[src/rtl/anvil_mem_arbiter_pkg.sv]
// Shared types and constants for the anvil instruction/data memory arbiter.
// Holds FSM state encodings, tie-break policy codes and the captured-request layout.
package anvil_mem_arbiter_pkg;

  typedef enum logic [1:0] {
    ST_IDLE  = 2'd0,
    ST_GNT_I = 2'd1,
    ST_GNT_D = 2'd2
  } state_e;

  typedef enum logic {
    SIDE_INSTR = 1'b0,
    SIDE_DATA  = 1'b1
  } side_e;

  localparam int unsigned POLICY_RR    = 0;
  localparam int unsigned POLICY_DATA  = 1;
  localparam int unsigned POLICY_INSTR = 2;

  typedef struct packed {
    logic [31:0] addr;
    logic [31:0] wdata;
    logic [3:0]  wstrb;
  } req_t;

endpackage

[src/rtl/anvil_mem_arbiter_if.sv]
// Generic valid/ready memory bus used on both core buses and the shared memory port.
// The requester drives valid/addr/wdata/wstrb; the responder drives ready/rdata.
interface anvil_mem_arbiter_if;
  logic        valid;
  logic        ready;
  logic [31:0] addr;
  logic [31:0] wdata;
  logic [3:0]  wstrb;
  logic [31:0] rdata;

  modport master (
    output valid,
    output addr,
    output wdata,
    output wstrb,
    input  ready,
    input  rdata
  );

  modport slave (
    input  valid,
    input  addr,
    input  wdata,
    input  wstrb,
    output ready,
    output rdata
  );
endinterface

[src/rtl/anvil_mem_arbiter_arb_pick2.sv]
// Combinational 2-way picker: a lone request always wins; ties follow POLICY
// (round-robin against rr_last, data first, or instruction first).
module anvil_arb_pick2
  import anvil_mem_arbiter_pkg::*;
#(
  parameter int unsigned POLICY = POLICY_RR
) (
  input  logic  i_valid_i,
  input  logic  d_valid_i,
  input  side_e rr_last_i,
  output logic  grant_i_o,
  output logic  grant_d_o
);

  logic prefer_d;
  logic unused_rr;

  generate
    if (POLICY == POLICY_DATA) begin : g_data_first
      assign prefer_d = 1'b1;
    end else if (POLICY == POLICY_INSTR) begin : g_instr_first
      assign prefer_d = 1'b0;
    end else begin : g_round_robin
      // Favour whichever side did not win the previous grant.
      assign prefer_d = (rr_last_i == SIDE_INSTR);
    end
  endgenerate

  assign unused_rr = (rr_last_i == SIDE_DATA);

  always_comb begin
    grant_d_o = d_valid_i && (!i_valid_i || prefer_d);
    grant_i_o = i_valid_i && (!d_valid_i || !prefer_d);
  end

endmodule

[src/rtl/anvil_mem_arbiter.sv]
// Shares one memory port between the anvil instruction and data buses: picks a winner,
// registers its request onto the memory port, routes the response back, aborts stalls.
module anvil_mem_arbiter
  import anvil_mem_arbiter_pkg::*;
#(
  parameter int unsigned POLICY         = POLICY_RR,
  parameter int unsigned TIMEOUT_CYCLES = 0,
  parameter logic [31:0] ERR_DATA       = 32'hDEAD_BEEF
) (
  input  logic                 clk,
  input  logic                 resetn,
  anvil_mem_arbiter_if.slave   i_bus,
  anvil_mem_arbiter_if.slave   d_bus,
  anvil_mem_arbiter_if.master  m_bus,
  output logic                 err_timeout
);

  localparam bit              WD_EN    = (TIMEOUT_CYCLES > 0);
  localparam int unsigned     WD_W     = WD_EN ? $clog2(TIMEOUT_CYCLES + 1) : 1;
  localparam logic [WD_W-1:0] WD_LIMIT = WD_W'(TIMEOUT_CYCLES);
  localparam logic [WD_W-1:0] WD_MAX   = {WD_W{1'b1}};

  state_e          state_q, state_d;
  side_e           rr_last_q, rr_last_d;
  logic            m_valid_q, m_valid_d;
  req_t            req_q, req_d;
  logic [WD_W-1:0] wd_cnt_q, wd_cnt_d;
  logic            err_q, err_d;

  logic            grant_i;
  logic            grant_d;
  logic            in_grant;
  logic            timeout_hit;
  logic            resp_fire;
  logic [31:0]     resp_data;
  logic            unused_ibus;

  anvil_arb_pick2 #(
    .POLICY (POLICY)
  ) u_pick (
    .i_valid_i (i_bus.valid),
    .d_valid_i (d_bus.valid),
    .rr_last_i (rr_last_q),
    .grant_i_o (grant_i),
    .grant_d_o (grant_d)
  );

  // Instruction fetches never write; their wdata/wstrb are dropped on capture.
  assign unused_ibus = ^{i_bus.wdata, i_bus.wstrb};

  assign in_grant = (state_q == ST_GNT_I) || (state_q == ST_GNT_D);

  generate
    if (WD_EN) begin : g_watchdog
      // m_ready in the same cycle wins over the abort.
      assign timeout_hit = in_grant && !m_bus.ready && (wd_cnt_q == WD_LIMIT);
    end else begin : g_no_watchdog
      assign timeout_hit = 1'b0;
    end
  endgenerate

  always_comb begin
    state_d   = state_q;
    rr_last_d = rr_last_q;
    m_valid_d = m_valid_q;
    req_d     = req_q;
    wd_cnt_d  = wd_cnt_q;
    err_d     = 1'b0;

    case (state_q)
      ST_IDLE: begin
        if (grant_d) begin
          req_d     = '{addr: d_bus.addr, wdata: d_bus.wdata, wstrb: d_bus.wstrb};
          m_valid_d = 1'b1;
          state_d   = ST_GNT_D;
          rr_last_d = SIDE_DATA;
          wd_cnt_d  = '0;
        end else if (grant_i) begin
          req_d     = '{addr: i_bus.addr, wdata: 32'd0, wstrb: 4'd0};
          m_valid_d = 1'b1;
          state_d   = ST_GNT_I;
          rr_last_d = SIDE_INSTR;
          wd_cnt_d  = '0;
        end
      end
      ST_GNT_I, ST_GNT_D: begin
        if (m_bus.ready) begin
          m_valid_d = 1'b0;
          state_d   = ST_IDLE;
        end else if (timeout_hit) begin
          m_valid_d = 1'b0;
          state_d   = ST_IDLE;
          err_d     = 1'b1;
        end else if (WD_EN && (wd_cnt_q != WD_MAX)) begin
          wd_cnt_d = wd_cnt_q + WD_W'(1);
        end
      end
      default: begin
        m_valid_d = 1'b0;
        state_d   = ST_IDLE;
      end
    endcase
  end

  always_ff @(posedge clk) begin
    if (!resetn) begin
      state_q   <= ST_IDLE;
      rr_last_q <= SIDE_INSTR;
      m_valid_q <= 1'b0;
      req_q     <= '0;
      wd_cnt_q  <= '0;
      err_q     <= 1'b0;
    end else begin
      state_q   <= state_d;
      rr_last_q <= rr_last_d;
      m_valid_q <= m_valid_d;
      req_q     <= req_d;
      wd_cnt_q  <= wd_cnt_d;
      err_q     <= err_d;
    end
  end

  assign m_bus.valid = m_valid_q;
  assign m_bus.addr  = req_q.addr;
  assign m_bus.wdata = req_q.wdata;
  assign m_bus.wstrb = req_q.wstrb;
  assign err_timeout = err_q;

  // Responses are combinational; a requester that dropped valid gets nothing back,
  // and no ready escapes while reset is being applied.
  assign resp_fire = resetn && (m_bus.ready || timeout_hit);
  assign resp_data = timeout_hit ? ERR_DATA : m_bus.rdata;

  assign i_bus.ready = (state_q == ST_GNT_I) && i_bus.valid && resp_fire;
  assign d_bus.ready = (state_q == ST_GNT_D) && d_bus.valid && resp_fire;
  assign i_bus.rdata = resp_data;
  assign d_bus.rdata = resp_data;

endmodule
[src/flat_wrapper.sv]
// flat-port wrapper written by rule: the top's interface ports become plain ports
module anvil_mem_arbiter_flat import anvil_mem_arbiter_pkg::*;
#(
  parameter int unsigned POLICY         = POLICY_RR,
  parameter int unsigned TIMEOUT_CYCLES = 0,
  parameter logic [31:0] ERR_DATA       = 32'hDEAD_BEEF
)
  (clk, resetn, err_timeout, i_bus_valid, i_bus_addr, i_bus_wdata, i_bus_wstrb, i_bus_ready, i_bus_rdata, d_bus_valid, d_bus_addr, d_bus_wdata, d_bus_wstrb, d_bus_ready, d_bus_rdata, m_bus_valid, m_bus_addr, m_bus_wdata, m_bus_wstrb, m_bus_ready, m_bus_rdata);
  anvil_mem_arbiter_if i_bus_i ();
  anvil_mem_arbiter_if d_bus_i ();
  anvil_mem_arbiter_if m_bus_i ();
  input  logic clk;
  input  logic resetn;
  output logic err_timeout;
  input wire logic [$bits(i_bus_i.valid)-1:0] i_bus_valid;
  input wire logic [$bits(i_bus_i.addr)-1:0] i_bus_addr;
  input wire logic [$bits(i_bus_i.wdata)-1:0] i_bus_wdata;
  input wire logic [$bits(i_bus_i.wstrb)-1:0] i_bus_wstrb;
  output wire logic [$bits(i_bus_i.ready)-1:0] i_bus_ready;
  output wire logic [$bits(i_bus_i.rdata)-1:0] i_bus_rdata;
  input wire logic [$bits(d_bus_i.valid)-1:0] d_bus_valid;
  input wire logic [$bits(d_bus_i.addr)-1:0] d_bus_addr;
  input wire logic [$bits(d_bus_i.wdata)-1:0] d_bus_wdata;
  input wire logic [$bits(d_bus_i.wstrb)-1:0] d_bus_wstrb;
  output wire logic [$bits(d_bus_i.ready)-1:0] d_bus_ready;
  output wire logic [$bits(d_bus_i.rdata)-1:0] d_bus_rdata;
  output wire logic [$bits(m_bus_i.valid)-1:0] m_bus_valid;
  output wire logic [$bits(m_bus_i.addr)-1:0] m_bus_addr;
  output wire logic [$bits(m_bus_i.wdata)-1:0] m_bus_wdata;
  output wire logic [$bits(m_bus_i.wstrb)-1:0] m_bus_wstrb;
  input wire logic [$bits(m_bus_i.ready)-1:0] m_bus_ready;
  input wire logic [$bits(m_bus_i.rdata)-1:0] m_bus_rdata;
  assign i_bus_i.valid = i_bus_valid;
  assign i_bus_i.addr = i_bus_addr;
  assign i_bus_i.wdata = i_bus_wdata;
  assign i_bus_i.wstrb = i_bus_wstrb;
  assign i_bus_ready = i_bus_i.ready;
  assign i_bus_rdata = i_bus_i.rdata;
  assign d_bus_i.valid = d_bus_valid;
  assign d_bus_i.addr = d_bus_addr;
  assign d_bus_i.wdata = d_bus_wdata;
  assign d_bus_i.wstrb = d_bus_wstrb;
  assign d_bus_ready = d_bus_i.ready;
  assign d_bus_rdata = d_bus_i.rdata;
  assign m_bus_valid = m_bus_i.valid;
  assign m_bus_addr = m_bus_i.addr;
  assign m_bus_wdata = m_bus_i.wdata;
  assign m_bus_wstrb = m_bus_i.wstrb;
  assign m_bus_i.ready = m_bus_ready;
  assign m_bus_i.rdata = m_bus_rdata;
  anvil_mem_arbiter #(.POLICY(POLICY), .TIMEOUT_CYCLES(TIMEOUT_CYCLES), .ERR_DATA(ERR_DATA)) u_core (.clk(clk), .resetn(resetn), .i_bus(i_bus_i), .d_bus(d_bus_i), .m_bus(m_bus_i), .err_timeout(err_timeout));
endmodule
[config.mk]
export PLATFORM = sky130hd
export DESIGN_NAME = anvil_mem_arbiter_flat
export DESIGN_NICKNAME = d
export VERILOG_FILES = /design/src/rtl/anvil_mem_arbiter_pkg.sv /design/src/rtl/anvil_mem_arbiter_if.sv /design/src/rtl/anvil_mem_arbiter_arb_pick2.sv /design/src/rtl/anvil_mem_arbiter.sv /design/src/flat_wrapper.sv
export SDC_FILE = /design/constraint.sdc
export NUM_CORES = 1
export LEC_CHECK = 0
export BUFFER_PORTS_ARGS = -buffer_cell sky130_fd_sc_hd__buf_2
export CAP_MARGIN = 5
export CORE_AREA = 2 2 118 120
export CTS_CLUSTER_SIZE = 12
export DETAILED_ROUTE_END_ITERATION = 10
export DIE_AREA = 0 0 120 122
export RECOVER_POWER = 50
export SETUP_SLACK_MARGIN = 0.3
export SYNTH_ARGS = -nofsm -noshare
export SYNTH_HDL_FRONTEND = slang
export SYNTH_SLANG_ARGS = --single-unit
export TNS_END_PERCENT = 50
[constraint.sdc]
create_clock -name clk -period 3.55 [get_ports clk]
set_input_delay 0.355 -clock clk [delete_from_list [all_inputs] [get_ports clk]]
set_output_delay 0.355 -clock clk [all_outputs]
set_load 0.1 [all_outputs]
After elaboration in Yosys (flattened, before gate mapping)
Index checks and enable logic that the tools add are counted.
{"block": "word_totals", "register_bits": 72, "inputBits": 173, "output_inout_bits": 136, "wordCells": 39}
{"block": "classes", "eq_ne": 4, "muxes": 12, "bitwise": 1, "reduce_logical": 16}
{"cell": "$mux W68", "n": 2}
{"cell": "$logic_and A1 B1 Y1", "n": 7}
{"cell": "$mux W2", "n": 3}
{"cell": "$mux W1", "n": 5}
{"cell": "$pmux W2 S2", "n": 1}
{"cell": "$reduce_and A2 Y1", "n": 2}
{"cell": "$ne A3 B1 Y1 const B", "n": 1}
{"cell": "$eq A2 B1 Y1 const B", "n": 1}
{"cell": "$eq A2 B2 Y1 const B", "n": 1}
{"cell": "$logic_not A1 Y1", "n": 2}
{"cell": "$logic_not A2 Y1", "n": 1}
{"cell": "$logic_or A1 B1 Y1", "n": 2}
{"cell": "$ne A2 B2 Y1 const B", "n": 1}
{"cell": "$pmux W1 S2", "n": 1}
{"cell": "$reduce_bool A2 Y1", "n": 1}
{"cell": "$reduce_or A2 Y1", "n": 1}
{"cell": "$not A1 Y1", "n": 1}

Logic depth before layout (Yosys ltp)
Gate-level depths: netlist of the first run.
{"block": "logic_depth", "word_depth": 6, "ltp_mapped": 7}

Modules after synthesis
A second synthesis of the first run with hierarchy kept.
{"block": "unflattened", "cells_unflattened": 286, "area_unflattened_um2": 3191.8}
{"mod": "anvil_mem_arbiter", "n_inst": 1, "cells_each": 283, "area_per_inst_um2": 3173.0}
{"mod": "anvil_arb_pick2", "n_inst": 1, "cells_each": 3, "area_per_inst_um2": 18.8}

Worst setup path after synthesis of the first run
OpenSTA, ideal clock, no wires.
{"block": "synth_timing", "path_kind": "input to output", "start": "input port resetn", "end": "output port i_bus_ready", "arrival_ns": 1.330, "slack_ns": 1.865, "path_stages": 2, "path_buffers": 1, "path_cell_list": "buf_2 > and4_1"}
{"block": "synth_via", "elab_chain_len": 2}
{"element": "start, declared", "line": "flat_wrapper.sv:13", "source": "input logic resetn;"}
{"element": "$logic_and A1 B1 Y1", "line": "anvil_mem_arbiter.sv:131", "source": "assign resp_fire = resetn && (m_bus.ready || timeout_hit);"}
{"element": "$logic_and A1 B1 Y1", "line": "anvil_mem_arbiter.sv:134", "source": "assign i_bus.ready = (state_q == ST_GNT_I) && i_bus.valid && resp_fire;"}
{"element": "end, declared", "line": "flat_wrapper.sv:19", "source": "output wire logic [$bits(i_bus_i.ready)-1:0] i_bus_ready;"}
No other way between the ends.

Worst setup path after layout of the first run
{"block": "layout_timing", "start": "register u_core.state_q[0]", "end": "register u_core.req_q (netlist bit u_core.m_bus.wdata[26])"}
{"block": "layout_via", "elab_chain_len": 2}
{"element": "start, declared", "line": "anvil_mem_arbiter.sv:23", "source": "state_e state_q, state_d;"}
{"element": "start signal, assigned", "line": "anvil_mem_arbiter.sv:114", "source": "state_q <= state_d;"}
{"element": "$logic_not A2 Y1", "line": "anvil_mem_arbiter.sv:70", "source": "case (state_q)"}
{"element": "$reduce_and A2 Y1 (no line)"}
{"element": "end signal, assigned", "line": "anvil_mem_arbiter.sv:117", "source": "req_q <= req_d;"}
{"element": "end, declared", "line": "anvil_mem_arbiter.sv:26", "source": "req_t req_q, req_d;"}
No other way between the ends.
A chain may end at the register's enable or synchronous reset.

==> flow_summary.json, run 1 <==
{
  "post_cts_buffers": 0,
  "core_area_um2": 13500,
  "max_cap_viol_count": 0,
  "cts_num_sinks": 72,
  "crit_path_cell_trace": "inv_1 -> ha_1 -> o21a_4 -> nor2_4 -> a22o_1",
  "drtIter0Drc": 87,
  "endpoint_kind": "register",
  "period_share_pct": 56.85,
  "avgRoutedWirePerCell_um": 12.67,
  "cts_inserted_buffers": 9,
  "antenna_cells": 0,
  "die_area_um2": 14640,
  "holdBufCountCts": 0,
  "cpPeakStageDelay_ns": 0.69,
  "synth_area_leaders": "dfxtp_1 (44%), buf_4 (15%), a22o_1 (9.6%)",
  "start_kind": "register",
  "ctsLongestPathBuffers": 2,
  "syn_nets": 527,
  "ys_types": 27,
  "vdd_ir_drop_max_mv": 0.2633,
  "synth_cells": 351,
  "final_common_cell": "buf_2",
  "grt_pass1_vias": 2538,
  "root_buffer": "clkbuf_16",
  "drc": 0,
  "cts.clk_slew.worst_paths_ns": 0.05,
  "fp.dieW_um": 120,
  "yosysTopAreaCell": "dfxtp_1",
  "final-max-slew-violation-count": 0,
  "htreeDepth": 3,
  "finalSetupViolCount": 0,
  "fin_tns_setup_ns": 0,
  "clkLatencyLatePin_ns": 0.33,
  "yosys_warnings": 0,
  "dp_hpwl_um": 5759,
  "drive_gt1_share_pct": 34.81,
  "grt_pass1_wl_um": 12090,
  "worst_ep_arrival_time_ns": 2.28,
  "final_cell_mix": "buf_2 (137), dfxtp_1 (72), nand2_1 (65)",
  "relSlewSlack_pct": 20.22,
  "vias": 2747,
  "place_congestion": 0.6761,
  "fin_skew_ns": 0.004784,
  "critPathKind": "reg -> reg",
  "power_leakage_nw": 1.784,
  "cp.required_ns": 3.81,
  "finalHoldViolCount": 0,
  "start_util_pct": 24.32,
  "drt-vias-per-instance": 4.353,
  "finalWirelength_um": 7997,
  "cts_tree": "built",
  "fin_nets": 623,
  "num_io_pins": 309,
  "netlist.area_leader.share_pct": 43.89,
  "fp.dieH_um": 122,
  "synth_seq_area_share_pct": 43.89,
  "holdCritPathClass": "in -> reg",
  "io_buffers": 175,
  "avgSynthCellArea_um2": 9.357,
  "synth-seq-cells": 72,
  "power_density_nw_per_um2": 740.9,
  "worstPathMaxFanout": 66,
  "syn_area_um2": 3284,
  "p_total_w": 0.002915,
  "post_cts_resized": 0,
  "antenna_found_initial": 0,
  "rows": 43,
  "fmax_ghz": 0.4955,
  "period_needed_ns": 2.018,
  "status": "complete, no violations",
  "slowest_stage": "nor2_4",
  "grt_max_degree": 67,
  "syn2layout_area_growth_pct": 19.77,
  "dr.pass1.iters": 4,
  "rsz0062_at_grt": "false",
  "grt_use_total_pct": 10.62,
  "tightest_slew_ns": 1.202,
  "postRouteAntennaNets": 0,
  "grt_remaining_overflow": 0
}
[Yosys cell counts (all sizes together)]
| cell type | n |
|---|---|
| nor2b | 1 |
| nand3b | 1 |
| o32ai | 2 |
| a21boi | 1 |
| nand3 | 1 |
| o21a | 1 |
| a22o | 36 |
| nand2 | 65 |
| conb | 1 |
| dfxtp | 72 |
| and4 | 2 |
| a311oi | 1 |
| o21ai | 33 |
| a21bo | 1 |
| a31oi | 32 |
| ha | 3 |
| buf | 87 |
| a21oi | 3 |
| clkbuf | 3 |
| inv | 3 |
| nor2 | 2 |
[flip-flops by register name, summed over array words and instances (netlist names)]
name,count
u_core.m_bus.addr,32
u_core.state_q,2
u_core.rr_last_q,1
u_core.m_bus.wdata,32
u_core.m_bus.wstrb,4
u_core.m_bus.valid,1
[final timing paths]
check,endpoint,start,depth (start not counted),slack (ns)
setup / recovery,u_core.m_bus.wdata[26]$_SDFFE_PN0P_,u_core.state_q[0]$_SDFFE_PN0P_,5,1.53
hold / removal,u_core.m_bus.wdata[14]$_SDFFE_PN0P_,d_bus_wdata[14],2,0.25
setup reg to reg,u_core.m_bus.wdata[26]$_SDFFE_PN0P_,u_core.state_q[0]$_SDFFE_PN0P_,5,1.53
hold reg to reg,u_core.m_bus.wdata[25]$_SDFFE_PN0P_,u_core.m_bus.wdata[25]$_SDFFE_PN0P_,1,0.47
[power by group]
| group | internal, W | leakage (nW) | total [W] | switching (W) |
|---|---|---|---|---|
| sequential | 0.000907 | 0.594 | 0.000959 | 0.0000516 |
| combinational | 0.000170 | 1.04 | 0.00105 | 0.000876 |
| clock | 0.000597 | 0.148 | 0.000910 | 0.000313 |
[metal layers]
layer	vias up	track usage, %	share of wire, %
li1	1355	-	-
met1	1224	12.40	42
met2	146	16.51	45
met3	22	3.511	9.1
met4	0	7.279	3.4
met5	-	0	0
[cells by family (layout without fill, tap and decap cells)]
logic type,count (synthesis),count (layout),synth area share (%)
buf+inv,93,193,22.02
flops,72,72,43.89
fa+ha+maj,3,3,1.143
other cells,1,1,0.1142
simple gates,72,72,9.181
compound gates,110,110,23.66
[final cells by class]
type / instances / area (um2)
Fill cell: 1489 / 9570
Sequential cell: 72 / 1441
Multi-Input combinational cell: 186 / 1120
Timing Repair Buffer: 175 / 828.3
Clock buffer: 13 / 270.3
Tap cell: 180 / 225.2
Clock inverter: 2 / 37.54
Inverter: 3 / 11.26
[per-stage QoR]
stage	hold slack, ns	setup slack [ns]	utilization, %	instances	cell area [um2]
after global placement	0.4514	1.446	27.20	616	3674
after CTS	0.2254	1.491	29.48	631	3981
after global routing	0.2302	1.388	29.13	631	3934
after detailed placement	0.4527	1.368	27.20	616	3674
after floorplan	0.4876	1.865	-	351	3284
final	0.2458	1.532	29.13	631	3934
[worst max-delay path, delay by kind of cell (launching register included)]
family	cells	cell delay (ns)
AOI/OAI and AO/OA	2	0.57
and+or+nand+nor	1	0.69
adders and majority gates	1	0.28
DFF	1	0.33
buffers and inverters	1	0.07
No activity file was read; power rests on OpenSTA's default activity.
==> inputs of run 2 (changes only) <==
--- a/config.mk
+++ b/config.mk
@@ -5,6 +5,7 @@
 export SDC_FILE = /design/constraint.sdc
 export NUM_CORES = 1
 export LEC_CHECK = 0
+export ABC_AREA = 1
 export BUFFER_PORTS_ARGS = -buffer_cell sky130_fd_sc_hd__buf_2
 export CAP_MARGIN = 5
 export CORE_AREA = 2 2 118 120
==> constraint.sdc (replaced) <==
create_clock -name clk -period 2 [get_ports clk]
set_input_delay 0.2 -clock clk [delete_from_list [all_inputs] [get_ports clk]]
set_output_delay 0.2 -clock clk [all_outputs]
set_load 0.1 [all_outputs]
==> run 2 against run 1 <==
  * Wire length rose by 7.0%
  * Sequential share of layout area fell by 4.4 points
  * Sequential power rose by 73%
  * Core utilization rose by 3.9 points
  * Global-route usage rose by 0.93 points
  * Count of clock-buffer cells in the layout fell by 3
  * Die area did not move
  * Critical path type is now reg -> out
  * Critical endpoint is now m_bus_addr[26]
==> flow_summary.json, run 2 <==
{
  "status": "complete, no violations",
  "final-max-slew-violation-count": 0,
  "grt-busiest-layer": "met2",
  "yosys_warnings": 0,
  "holdCritPathClass": "in -> reg",
  "critPathBufInv": 1,
  "start_kind": "register",
  "core_area_um2": 13500,
  "holdBufCountCts": 0,
  "syn_area_um2": 3615,
  "internal-power_w": 0.003197,
  "avgSynthCellArea_um2": 6.807,
  "cts.clk_slew.worst_paths_ns": 0.06,
  "drtIter0Drc": 61,
  "critPathKind": "reg -> out",
  "ctsLongestPathBuffers": 2,
  "die_area_um2": 14640,
  "relSlewSlack_pct": 20.61,
  "cts_num_sinks": 72,
  "start_util_pct": 26.77,
  "met1_usage_pct": 12.86,
  "worstPathMaxFanout": 2,
  "yosysTopAreaCell": "dfxtp_1",
  "dp_hpwl_um": 6192,
  "ys_types": 18,
  "grt_max_degree": 67,
  "rsz0062_at_grt": "false",
  "fp.dieW_um": 120,
  "rows": 43,
  "grtUsageMet2_pct": 17.44,
  "endpoint_kind": "output port",
  "synth-seq-cells": 72,
  "synthTopCellsByCount": "nand2_1 (147), nor2_1 (100), dfxtp_1 (72)",
  "drt-vias-per-instance": 4.038,
  "cts_tree": "built",
  "fin_skew_ns": 0.006945,
  "grt_use_met3_pct": 4.448,
  "antenna_found_initial": 0,
  "synthArstFlopShare_pct": 0,
  "cp.required_ns": 1.80,
  "cts_inserted_buffers": 9,
  "worst_ep_arrival_time_ns": 1.54,
  "synth_cells": 531,
  "crit_path_cell_trace": "clkbuf_1",
  "critPathTopFamily": "buffers and inverters",
  "fp.dieH_um": 122,
  "cpPeakStageDelay_ns": 0.88,
  "io_buffers": 175,
  "place_congestion": 0.7241,
  "placed_cell_area_um2": 4154,
  "finalSetupViolCount": 0,
  "num_io_pins": 309,
  "synth_most_common_cell": "nand2_1",
  "power_density_nw_per_um2": 1219,
  "power_frac_seq_pct": 30.6,
  "clkLatencyLatePin_ns": 0.34,
  "synth_edf_count": 0,
  "period_share_pct": 87.11,
  "finalHoldViolCount": 0,
  "netlist.area_leader.share_pct": 39.88,
  "syn_nets": 707,
  "power_leakage_nw": 2.244,
  "root_buffer": "clkbuf_16",
  "max_cap_viol_count": 0,
  "vdd_ir_drop_max_mv": 0.4500,
  "postRouteAntennaNets": 0,
  "htreeDepth": 3,
  "grt_remaining_overflow": 0,
  "syn2layout_area_growth_pct": 23.57,
  "drc": 0,
  "fin_nets": 808,
  "synthFlopType": "dfxtp_1",
  "tightest_slew_ns": 1.196,
  "fmax_ghz": 0.5740,
  "design_area_um2": 4467,
  "avgRoutedWirePerCell_um": 10.47,
  "grt_pass1_vias": 2850,
  "synth_area_leaders": "dfxtp_1 (40%), nand2_1 (15%), buf_4 (14%)",
  "period_needed_ns": 1.742,
  "swShare_pct": 41.28,
  "post_cts_buffers": 0,
  "grt_use_total_pct": 11.56,
  "post_cts_resized": 0,
  "finalWirelength_um": 8553,
  "dr.pass1.iters": 4,
  "pwr-share-comb_pct": 34.9,
  "grt_pass1_wl_um": 13300,
  "p_switching_w": 0.002247,
  "clock_power_share_pct": 34.6,
  "antenna_cells": 0,
  "vias": 3299,
  "drive_gt1_share_pct": 26.06,
  "fin_tns_setup_ns": 0,
  "slowest_stage": "clkbuf_1",
  "final_cell_mix": "nand2_1 (147), buf_2 (134), nor2_1 (99)",
  "final_common_cell": "nand2_1",
  "synth_seq_area_share_pct": 39.88
}
## run 2: cell types whose count changed after synthesis, moves of 5 or more
cell | before | now
nor2_1 | 1 | 100
nand2_1 | 65 | 147
a21oi_1 | 2 | 40
a22o_1 | 36 | 0
inv_1 | 3 | 38
a31oi_1 | 32 | 0
o21ai_1 | 12 | 0
o21ai_0 | 21 | 32
buf_6 | 16 | 6
clkbuf_1 | 3 | 8
## run 2: final cells by class
class	instances	area [um2]
Clock buffer	10	239.0
Clock inverter	6	115.1
Fill cell	1557	9037
Inverter	38	142.6
Multi-Input combinational cell	329	1379
Sequential cell	72	1441
Tap cell	180	225.2
Timing Repair Buffer	182	924.6
## run 2: power groups by stage
stage	clock network [W]	registers (W)	logic, W
floorplan	0	0.00278	0.00110
global placement	0	0.00169	0.00194
detailed placement	0	0.00169	0.00193
CTS	0.00196	0.00166	0.00194
global route	0.00201	0.00168	0.00202
finish	0.00188	0.00166	0.00190
## run 2: cells by family (layout without fill, tap and decap cells)
logic type	after synthesis	in the layout	share of synthesized area [%]
AND/OR/NAND/NOR	252	252	26.58
flip-flops	72	72	39.88
AO/OA/AOI/OAI	73	73	10.21
buffers and inverters	130	236	22.19
other	1	1	0.1037
adder cells (fa/ha/maj)	3	3	1.039
## run 2: metal layers
metal  wire, um  vias to the layer above
met5          0                        -
met2       3533                      136
met3        814                       46
met1       3747                     1359
li1           -                     1758
met4        458                        0
## run 2: metrics by stage
stage                     setup WS, ns  hold slack [ns]  power (W)  utilization [%]  cells
after CTS                       0.3286          0.08473   0.005558            33.38    817
final                           0.2577           0.1053   0.005444            33.08    817
after detailed placement        0.4152           0.4010   0.003626            30.76    801
after global placement          0.4218           0.4010   0.003625            30.76    801
after floorplan               0.004157           0.3418   0.003880                -    531
after global routing            0.2044          0.09302   0.005713            33.08    817
## run 2: final timing paths
kind                                                         start                                 end  slack [ns]  cells past startpoint
worst min-delay path                                d_bus_wdata[1]  u_core.m_bus.wdata[1]$_SDFFE_PN0P_        0.11                      3
worst min register to register  u_core.m_bus.wdata[1]$_SDFFE_PN0P_  u_core.m_bus.wdata[1]$_SDFFE_PN0P_        0.46                      2
worst max-delay path            u_core.m_bus.addr[26]$_SDFFE_PN0P_                      m_bus_addr[26]        0.26                      1
worst max register to register      u_core.state_q[0]$_SDFFE_PN0P_  u_core.m_bus.addr[14]$_SDFFE_PN0P_        0.45                      8
==> inputs of run 3 (changes only) <==
--- a/config.mk
+++ b/config.mk
@@ -8,10 +8,10 @@
 export ABC_AREA = 1
 export BUFFER_PORTS_ARGS = -buffer_cell sky130_fd_sc_hd__buf_2
 export CAP_MARGIN = 5
-export CORE_AREA = 2 2 118 120
+export CORE_AREA = 3 3 119 121
 export CTS_CLUSTER_SIZE = 12
 export DETAILED_ROUTE_END_ITERATION = 10
-export DIE_AREA = 0 0 120 122
+export DIE_AREA = 0 0 122 124
 export RECOVER_POWER = 50
 export SETUP_SLACK_MARGIN = 0.3
 export SYNTH_ARGS = -nofsm -noshare
==> run 3 against run 2 <==
  * Clock skew fell by 0.0030 ns
  * Register-to-register slack improved by 0.02 ns
  * Sequential power barely moved
  * First-iteration DRC count fell by 11%
  * Worst setup slack improved by 0.0023 ns
  * Core utilization rose by 0.21 points
  * Sequential share of layout area rose by 0.56 points
  * Cell area fell by 1.7%
  * Hold slack improved by 0.0038 ns
==> flow_summary.json, run 3 (synthesis gave the netlist of run 2 again) <==
{
  "status": "complete, no violations",
  "cts_num_sinks": 72,
  "holdCritPathClass": "in -> reg",
  "critPathBufInv": 1,
  "max_cap_viol_count": 0,
  "worstPathMaxFanout": 2,
  "htreeDepth": 3,
  "finalSetupViolCount": 0,
  "fp.dieH_um": 124,
  "fin_nets": 808,
  "antenna_found_initial": 0,
  "setup_ws_ns": 0.2600,
  "antenna_cells": 0,
  "rsz0062_at_grt": "false",
  "relSlewSlack_pct": 20.84,
  "cpPeakStageDelay_ns": 0.87,
  "grt_remaining_overflow": 0,
  "drc": 0,
  "postRouteAntennaNets": 0,
  "root_buffer": "clkbuf_16",
  "grt_use_total_pct": 12.01,
  "worst_ep_arrival_time_ns": 1.54,
  "cp.required_ns": 1.80,
  "cts_inserted_buffers": 9,
  "grt_max_degree": 68,
  "drt-vias-per-instance": 4.081,
  "slowest_stage": "clkbuf_1",
  "fin_tns_setup_ns": 0,
  "finalHoldViolCount": 0,
  "fmax_ghz": 0.5747,
  "final-max-slew-violation-count": 0,
  "dr.pass1.iters": 5,
  "ctsLongestPathBuffers": 2,
  "holdBufCountCts": 0,
  "clkLatencyLatePin_ns": 0.33,
  "fillCellCount": 1527,
  "grt_pass1_vias": 2949,
  "grt_pass1_wl_um": 14060,
  "start_kind": "register",
  "place_congestion": 0.7114,
  "critPathKind": "reg -> out",
  "endpoint_kind": "output port",
  "start_util_pct": 27.40,
  "drive_gt1_share_pct": 26.10,
  "vdd_ir_drop_max_mv": 0.5902,
  "final_cell_mix": "nand2_1 (147), buf_2 (135), nor2_1 (99)",
  "drtIter0Drc": 54,
  "hold_ws_ns": 0.1091,
  "power_leakage_nw": 2.211,
  "num_io_pins": 309,
  "fin_skew_ns": 0.003959,
  "regArea_um2": 1441,
  "cts_tree": "built",
  "design_area_um2": 4390,
  "period_needed_ns": 1.740,
  "avgRoutedWirePerCell_um": 11.36,
  "multiInputGateArea_um2": 1379,
  "cts.clk_slew.worst_paths_ns": 0.06,
  "power_density_nw_per_um2": 1174,
  "crit_path_cell_trace": "clkbuf_1",
  "tightest_slew_ns": 1.192,
  "critPathTopFamily": "buffers and inverters",
  "placed_cell_area_um2": 4136,
  "dp_hpwl_um": 6597,
  "finalWirelength_um": 9226,
  "vias": 3314,
  "rows": 42,
  "core_area_um2": 13190,
  "final_common_cell": "nand2_1",
  "fp.dieW_um": 122,
  "io_buffers": 175,
  "final_util_pct": 33.29,
  "place_ws_ns": 0.4616,
  "syn2layout_area_growth_pct": 21.46,
  "die_area_um2": 15130,
  "period_share_pct": 87.00
}
-- run 3: layout make-up --
type                    count  share of cell area [%]
clock buffers              10                   5.443
clock inverters             5                   1.311
inverters                  38                   3.249
multi-input cells         329                   31.40
flip-flops and latches     72                   32.83
well taps                 176                   5.016
repair buffers            182                   20.75
-- run 3: report_power, final --
part	switching [W]	internal, W
clock	0.000607	0.000989
sequential	0.0000724	0.00159
combinational	0.00156	0.000336
-- run 3: timing repair --
item	in CTS	in global routing
setup endpoints to repair	0	1
resized for setup	0	1
endpoints found under the hold margin	0	0
buffers inserted	0	0
-- run 3: final timing paths --
| path | start | end | slack (ns) | depth (start not counted) |
|---|---|---|---|---|
| max | u_core.m_bus.addr[8]$_SDFFE_PN0P_ | m_bus_addr[8] | 0.26 | 1 |
| min | d_bus_wdata[4] | u_core.m_bus.wdata[4]$_SDFFE_PN0P_ | 0.11 | 3 |
| max reg2reg | u_core.state_q[0]$_SDFFE_PN0P_ | u_core.m_bus.addr[16]$_SDFFE_PN0P_ | 0.47 | 8 |
| min reg2reg | u_core.m_bus.wdata[2]$_SDFFE_PN0P_ | u_core.m_bus.wdata[2]$_SDFFE_PN0P_ | 0.46 | 2 |
-- run 3: per-stage QoR --
| step | power (W) | instances |
|---|---|---|
| floorplan | 0.003880 | 531 |
| global placement | 0.003628 | 797 |
| detailed placement | 0.003631 | 797 |
| CTS | 0.005283 | 812 |
| global route | 0.005437 | 812 |
| finish | 0.005156 | 812 |
-- run 3: metal layers --
layer / vias up / wire, um / GRT usage (%)
met3: 27 / 1024 / 5.132
met5: - / 0 / 0
met2: 144 / 4022 / 19.03
met4: 0 / 401 / 7.983
li1: 1751 / - / -
met1: 1392 / 3778 / 13.14
